`src/rtl/mx_int_bd_stream.sv`:
```
// -----------------------------------------------------------------------------
// mx_int_bd_stream
//
// Streaming FP32 -> MXINT block converter. BLOCK_SIZE binary32 elements are
// collected one per accepted beat, a shared E8M0 scale is taken from the
// largest effective exponent, then each element is quantised (one per cycle)
// to an ELEM_WIDTH-bit two's-complement integer in 1.(ELEM_WIDTH-2) fixed
// point with round-half-to-even and symmetric saturation. The finished block
// is presented on a single output beat.
//
// Handshake: a beat transfers on any rising edge where valid && ready are
// both high. The producer holds valid and data stable until that edge; ready
// and valid are decoded from registered state only, so neither side has a
// combinational path from the other's signal.
//
// Ports:
//   i_clk        clock, rising edge
//   i_rst        asynchronous active-high reset
//   i_in_valid   upstream element valid
//   i_float32    binary32 element
//   o_in_ready   converter is filling and can accept an element
//   o_out_valid  MX block valid
//   i_out_ready  downstream accepts the block
//   o_scale      shared scale; 8'hFF marks a NaN/Inf block
//   o_elements   element k at [k*ELEM_WIDTH +: ELEM_WIDTH]
//   o_sat        at least one element of the block saturated
// -----------------------------------------------------------------------------
module mx_int_bd_stream #(
    parameter int BLOCK_SIZE = 32,
    parameter int ELEM_WIDTH = 8
) (
    input  logic                             i_clk,
    input  logic                             i_rst,
    input  logic                             i_in_valid,
    input  logic [31:0]                      i_float32,
    output logic                             o_in_ready,
    output logic                             o_out_valid,
    input  logic                             i_out_ready,
    output logic [7:0]                       o_scale,
    output logic [BLOCK_SIZE*ELEM_WIDTH-1:0] o_elements,
    output logic                             o_sat
);

    localparam int CW   = $clog2(BLOCK_SIZE);
    localparam int QMAX = (1 << (ELEM_WIDTH - 1)) - 1;

    typedef enum logic [1:0] {
        S_FILL    = 2'd0,
        S_CONVERT = 2'd1,
        S_OUTPUT  = 2'd2
    } state_t;

    state_t state, state_nxt;

    logic [31:0]                      buffer [BLOCK_SIZE];
    logic [CW-1:0]                    fill_cnt;
    logic [CW-1:0]                    conv_cnt;
    logic [7:0]                       max_exp;
    logic                             nan_q;
    logic                             sat_q;
    logic [BLOCK_SIZE*ELEM_WIDTH-1:0] elements_q;

    logic in_fire;
    logic last_fill;
    logic last_conv;

    assign in_fire   = i_in_valid && (state == S_FILL);
    assign last_fill = (fill_cnt == CW'(BLOCK_SIZE - 1));
    assign last_conv = (conv_cnt == CW'(BLOCK_SIZE - 1));

    // Incoming element: effective exponent feeds the running block maximum.
    logic [7:0] in_exp;
    logic [7:0] in_eeff;
    assign in_exp  = i_float32[30:23];
    assign in_eeff = (in_exp == 8'd0) ? 8'd1 : in_exp;

    // Element under conversion.
    logic [31:0]           cv_word;
    logic [7:0]            cv_exp;
    logic [7:0]            cv_eeff;
    logic [23:0]           cv_sig;
    logic [8:0]            cv_shift;
    logic [48:0]           cv_ext;
    logic [23:0]           cv_q_raw;
    logic                  cv_guard;
    logic                  cv_sticky;
    logic [24:0]           cv_q_rnd;
    logic                  cv_sat;
    logic [ELEM_WIDTH-1:0] cv_mag;
    logic [ELEM_WIDTH-1:0] cv_elem;

    assign cv_word  = buffer[conv_cnt];
    assign cv_exp   = cv_word[30:23];
    assign cv_eeff  = (cv_exp == 8'd0) ? 8'd1 : cv_exp;
    assign cv_sig   = {cv_exp != 8'd0, cv_word[22:0]};
    // max_exp >= cv_eeff for every element of the block, so no underflow.
    assign cv_shift = {1'b0, max_exp - cv_eeff} + 9'(25 - ELEM_WIDTH);
    // Appending 25 zero bits keeps guard and sticky in view for any shift;
    // shifts beyond 25 drive both the integer part and the guard to zero.
    assign cv_ext    = {cv_sig, 25'd0} >> cv_shift;
    assign cv_q_raw  = cv_ext[48:25];
    assign cv_guard  = cv_ext[24];
    assign cv_sticky = |cv_ext[23:0];
    assign cv_q_rnd  = {1'b0, cv_q_raw} + {24'd0, cv_guard & (cv_sticky | cv_q_raw[0])};
    assign cv_sat    = (cv_q_rnd > 25'(QMAX));
    assign cv_mag    = cv_sat ? ELEM_WIDTH'(QMAX) : cv_q_rnd[ELEM_WIDTH-1:0];
    // Negative zero stays zero; the range is symmetric so -2^(W-1) never appears.
    assign cv_elem   = (cv_word[31] && (cv_mag != '0)) ? (-cv_mag) : cv_mag;

    // State register.
    always_ff @(posedge i_clk or posedge i_rst) begin
        if (i_rst) begin
            state <= S_FILL;
        end else begin
            state <= state_nxt;
        end
    end

    // Next-state decode.
    always_comb begin
        state_nxt = state;
        case (state)
            S_FILL:    if (i_in_valid && last_fill) state_nxt = S_CONVERT;
            S_CONVERT: if (last_conv)               state_nxt = S_OUTPUT;
            S_OUTPUT:  if (i_out_ready)             state_nxt = S_FILL;
            default:                                state_nxt = S_FILL;
        endcase
    end

    // Element storage needs no reset: a discarded partial block is simply
    // overwritten by the next fill.
    always_ff @(posedge i_clk) begin
        if (in_fire) begin
            buffer[fill_cnt] <= i_float32;
        end
    end

    always_ff @(posedge i_clk or posedge i_rst) begin
        if (i_rst) begin
            fill_cnt   <= '0;
            conv_cnt   <= '0;
            max_exp    <= 8'd0;
            nan_q      <= 1'b0;
            sat_q      <= 1'b0;
            elements_q <= '0;
        end else begin
            case (state)
                S_FILL: begin
                    if (in_fire) begin
                        fill_cnt <= last_fill ? '0 : fill_cnt + 1'b1;
                        if (in_eeff > max_exp) max_exp <= in_eeff;
                        if (in_exp == 8'hFF)   nan_q   <= 1'b1;
                    end
                end
                S_CONVERT: begin
                    elements_q[int'(conv_cnt)*ELEM_WIDTH +: ELEM_WIDTH] <=
                        nan_q ? '0 : cv_elem;
                    if (!nan_q && cv_sat) sat_q <= 1'b1;
                    conv_cnt <= last_conv ? '0 : conv_cnt + 1'b1;
                end
                S_OUTPUT: begin
                    // Block-level summaries restart once the block is taken.
                    if (i_out_ready) begin
                        max_exp <= 8'd0;
                        nan_q   <= 1'b0;
                        sat_q   <= 1'b0;
                    end
                end
                default: ;
            endcase
        end
    end

    assign o_in_ready  = (state == S_FILL);
    assign o_out_valid = (state == S_OUTPUT);
    assign o_scale     = nan_q ? 8'hFF : max_exp;
    assign o_elements  = elements_q;
    assign o_sat       = sat_q;

endmodule

```
`config.mk`:
```
export PLATFORM = sky130hd
export DESIGN_NAME = mx_int_bd_stream
export DESIGN_NICKNAME = d
export VERILOG_FILES = /design/src/rtl/mx_int_bd_stream.sv
export SDC_FILE = /design/constraint.sdc
export NUM_CORES = 2
export LEC_CHECK = 0
export CORE_UTILIZATION = 50
export CTS_CLUSTER_DIAMETER = 80
export DETAILED_ROUTE_END_ITERATION = 16
export GPL_ROUTABILITY_DRIVEN = 0
export PLACE_DENSITY = 0.74
export SYNTH_ARGS = -nofsm -noshare
export SYNTH_HDL_FRONTEND = slang
export SYNTH_SLANG_ARGS = --single-unit
```
`constraint.sdc`:
```
create_clock -name i_clk -period 24.2 [get_ports i_clk]
set_clock_uncertainty 0.2 [all_clocks]
set_input_delay 4.84 -clock i_clk [delete_from_list [all_inputs] [get_ports i_clk]]
set_output_delay 4.84 -clock i_clk [all_outputs]
set_load 0.01 [all_outputs]
```
==> impl_metrics.env <==
export IMPL_tns_ns=0
export IMPL_clock_sinks=1302
export IMPL_worst_setup_path_end_kind="flop"
export IMPL_holdCritPathClass="reg2reg"
export IMPL_vias=33900
export IMPL_hpwl_mm=89.4
export IMPL_maxCapViolCount=0
export IMPL_powerDensity_mw_per_mm2=130
export IMPL_timing_final_crit_share_pct=45.7
export IMPL_first_pass_iters=9
export IMPL_insertion_delay_ns=0.76
export IMPL_syn_area_per_cell_sq_um=15.0
export IMPL_synth_seq_cells=1302
export IMPL_final_setup_viol_count=0
export IMPL_layout_nets=3941
export IMPL_ys_seq_area_share_pct=70.0
export IMPL_synth_distinct_cells=96
export IMPL_worstSetupStartpointType="flop"
export IMPL_cts_tree="built"
export IMPL_max_freq_mhz=90.4
export IMPL_die_x_um=330
export IMPL_die_area_sq_mm=0.109
export IMPL_grt_setup_unrepaired="false"
export IMPL_crit_type="reg2reg"
export IMPL_placed_area_sq_mm=0.0583
export IMPL_start_util_pct=50.4
export IMPL_drive_gt1_share_pct=11.8
export IMPL_numCtsBuffers=131
export IMPL_wl_per_cell_um=27.4
export IMPL_row_count=120
export IMPL_first_iter_violations=4145
export IMPL_grt_max_degree=137
export IMPL_report_final_slew_viol_count=0
export IMPL_synth_ff_type="edfxtp_1"
export IMPL_finish_utilization_pct=58.6
export IMPL_synthCells=3580
export IMPL_synth_edff_count=1024
export IMPL_timing_hold_ws_ns=0.270
export IMPL_ios=303
export IMPL_dp_cells=5145
export IMPL_power_leakage_nw=21.6
export IMPL_final_cells=5382
export IMPL_cp_arrival_ns=11.45
export IMPL_num_antenna_cells=0
export IMPL_ant_nets=0
export IMPL_numPortBuffers=302
export IMPL_design_area_sq_mm=0.0626
export IMPL_clkTransAtPathRegs_ns=0.06
export IMPL_antenna_found_initial=2
export IMPL_postCtsSetupBuffers=0
export IMPL_ctsResizeCount=0
export IMPL_synth_async_sr_flop_share_pct=21.4
export IMPL_syn_to_final_growth_pct=16.2
export IMPL_synthTopCellsByArea="edfxtp_1 (57%), dfrtp_1 (13%), mux2i_1 (8.1%), nand2_1 (2.4%), mux4_2 (1.9%)"
export IMPL_post_route_drc_count=0
export IMPL_ir_worst_vdd_uv=218
export IMPL_path_max_fanout=136
export IMPL_synthesis_area_sq_mm=0.0539
export IMPL_grt_usage_pct=26.8
export IMPL_tightest_slew_ns=1.18
export IMPL_slew_headroom_pct=21.1
export IMPL_htreeDepth=4
export IMPL_holdBufCountCts=0
export IMPL_drt_total_wl_mm=148
export IMPL_core_area_sq_mm=0.107
export IMPL_yosysTopAreaCell="edfxtp_1"
export IMPL_finalHoldViolCount=0
export IMPL_critPathRequiredTime_ns=24.59
export IMPL_viasPerCell=6.31
export IMPL_synth_top_area_share_pct=57.1
export IMPL_cts_root_buf="clkbuf_16"
export IMPL_grt_overflow_total=0
export IMPL_die_h_um=330
export IMPL_syn_nets=3646
export IMPL_grt_pass1_wl_mm=214
export IMPL_fin_crit_ns=11.06
export IMPL_yosysWarnings=0
export IMPL_clock_path_buffers=3
export IMPL_status="finished clean"
export IMPL_grt_pass1_vias=32400
## power by group
group	switching, mW	leakage, nW	internal (mW)
clock network	0.855	2.09	1.17
logic	2.38	6.47	1.11
registers	0.0787	13.1	2.53
total	3.31	21.6	4.81
## state kept, by name, indices dropped and copies added (netlist names)
name        count
fill_cnt        5
o_sat           1
state           2
o_elements    256
buffer       1024
max_exp         8
nan_q           1
conv_cnt        5
## kinds of logic after synthesis
group           synth area share, %
mux                            10.6
fa+ha+maj                     0.711
buf+inv                        2.71
flops                          70.0
xor+xnor                      0.255
simple gates                   6.98
compound gates                 8.70
## synthesized netlist by cell type, types with 5 or more instances
library cell,n
or2_2,37
xnor2_1,7
a22oi_1,125
nor2b_1,22
o211ai_1,12
dfrtp_1,278
o21ai_1,82
o21a_1,5
ha_1,29
nor2_1,108
inv_1,30
or2_1,5
o21ai_0,77
a21oi_1,47
mux2_2,28
a2111oi_0,6
and3_1,6
o41ai_1,30
nand4_1,25
nor4_1,27
or3_1,15
buf_2,38
and2_1,6
nand2b_1,12
mux4_2,45
clkbuf_1,103
edfxtp_1,1024
o2111ai_1,8
buf_6,38
a221oi_1,5
buf_1,12
nand3b_1,6
o31ai_1,115
nor3_1,35
o22ai_1,86
mux2i_1,434
o31ai_2,5
nand3_1,120
a31oi_1,5
buf_4,30
a32oi_1,5
xor2_1,5
nand2_1,342
a211oi_1,8
## worst max-delay path, cell delays in order, from the launching register on
cell and delay [ns]:
dfrtp_4 0.66, buf_12 0.68, buf_4 0.81, mux2_2 0.41, o2bb2ai_1 0.16, a21oi_1 0.12
a211o_1 0.44, nor4b_4 0.39, nand2_1 0.27, nand2b_1 0.15, ha_1 0.20, fa_1 0.37
xor2_4 0.92, nor2_1 0.29, nand2_1 0.14, nand3_1 0.10, a311oi_2 0.42, o221ai_1 0.24
nor4_1 0.46, o2111ai_1 0.23, o31ai_4 0.46, ha_1 0.24, inv_1 0.05, or2_2 0.33
o31ai_1 0.33, xor2_2 0.90, or2_1 0.62, o31ai_1 0.18
## path summary, 6_finish.rpt
path	depth (start not counted)	slack (ns)	end	from
setup / recovery	27	13.14	o_elements[238]$_DFFE_PP0P_	conv_cnt[1]$_DFFE_PP0P_
hold / removal	2	0.27	o_elements[8]$_DFFE_PP0P_	o_elements[8]$_DFFE_PP0P_
setup reg to reg	27	13.14	o_elements[238]$_DFFE_PP0P_	conv_cnt[1]$_DFFE_PP0P_
hold reg to reg	2	0.27	o_elements[8]$_DFFE_PP0P_	o_elements[8]$_DFFE_PP0P_
max in group asynchronous	4	16.80	nan_q$_DFFE_PP0P_	i_rst
min in group asynchronous	2	4.49	o_elements[147]$_DFFE_PP0P_	i_rst
## stage by stage
stage	power (mW)	setup WS [ns]
after global routing	8.39	12.67
final	8.12	13.14
after CTS	8.00	13.44
after floorplan	5.06	11.49
after detailed placement	5.99	13.49
after global placement	5.96	13.75
## final cells by class
cell class | instances | area, sq um
clock buffer | 168 | 3550
clock inverter | 69 | 742
fill | 7990 | 44300
inverter | 32 | 128
multi-input combinational | 2021 | 15000
sequential | 1302 | 37700
tap | 1403 | 1760
timing repair buffer | 387 | 3670
## layout by cell type (no fill, tap or decap), types with 37 or more instances in the layout
cell type        synthesis  routed
dfrtp_1                278     273
clkbuf_16                0     135
a22oi_1                125     125
edfxtp_1              1024    1024
nand3_1                120     120
nand2_1                342     342
clkdlybuf4s50_1          0     302
a21oi_1                 47      47
o21ai_1                 82      82
buf_4                   30      84
o22ai_1                 86      86
nor2_1                 108      74
or2_2                   37      37
mux2i_1                434     434
o21ai_0                 77      77
mux4_2                  45      45
o31ai_1                115     115
## per-layer routing
metal	track usage, %	part of all wire [%]
met5	0	0.016
met4	10.7	4.0
met3	5.45	10
met2	42.7	47
met1	36.2	39
Note: power is estimated with default switching activity, not from simulation.
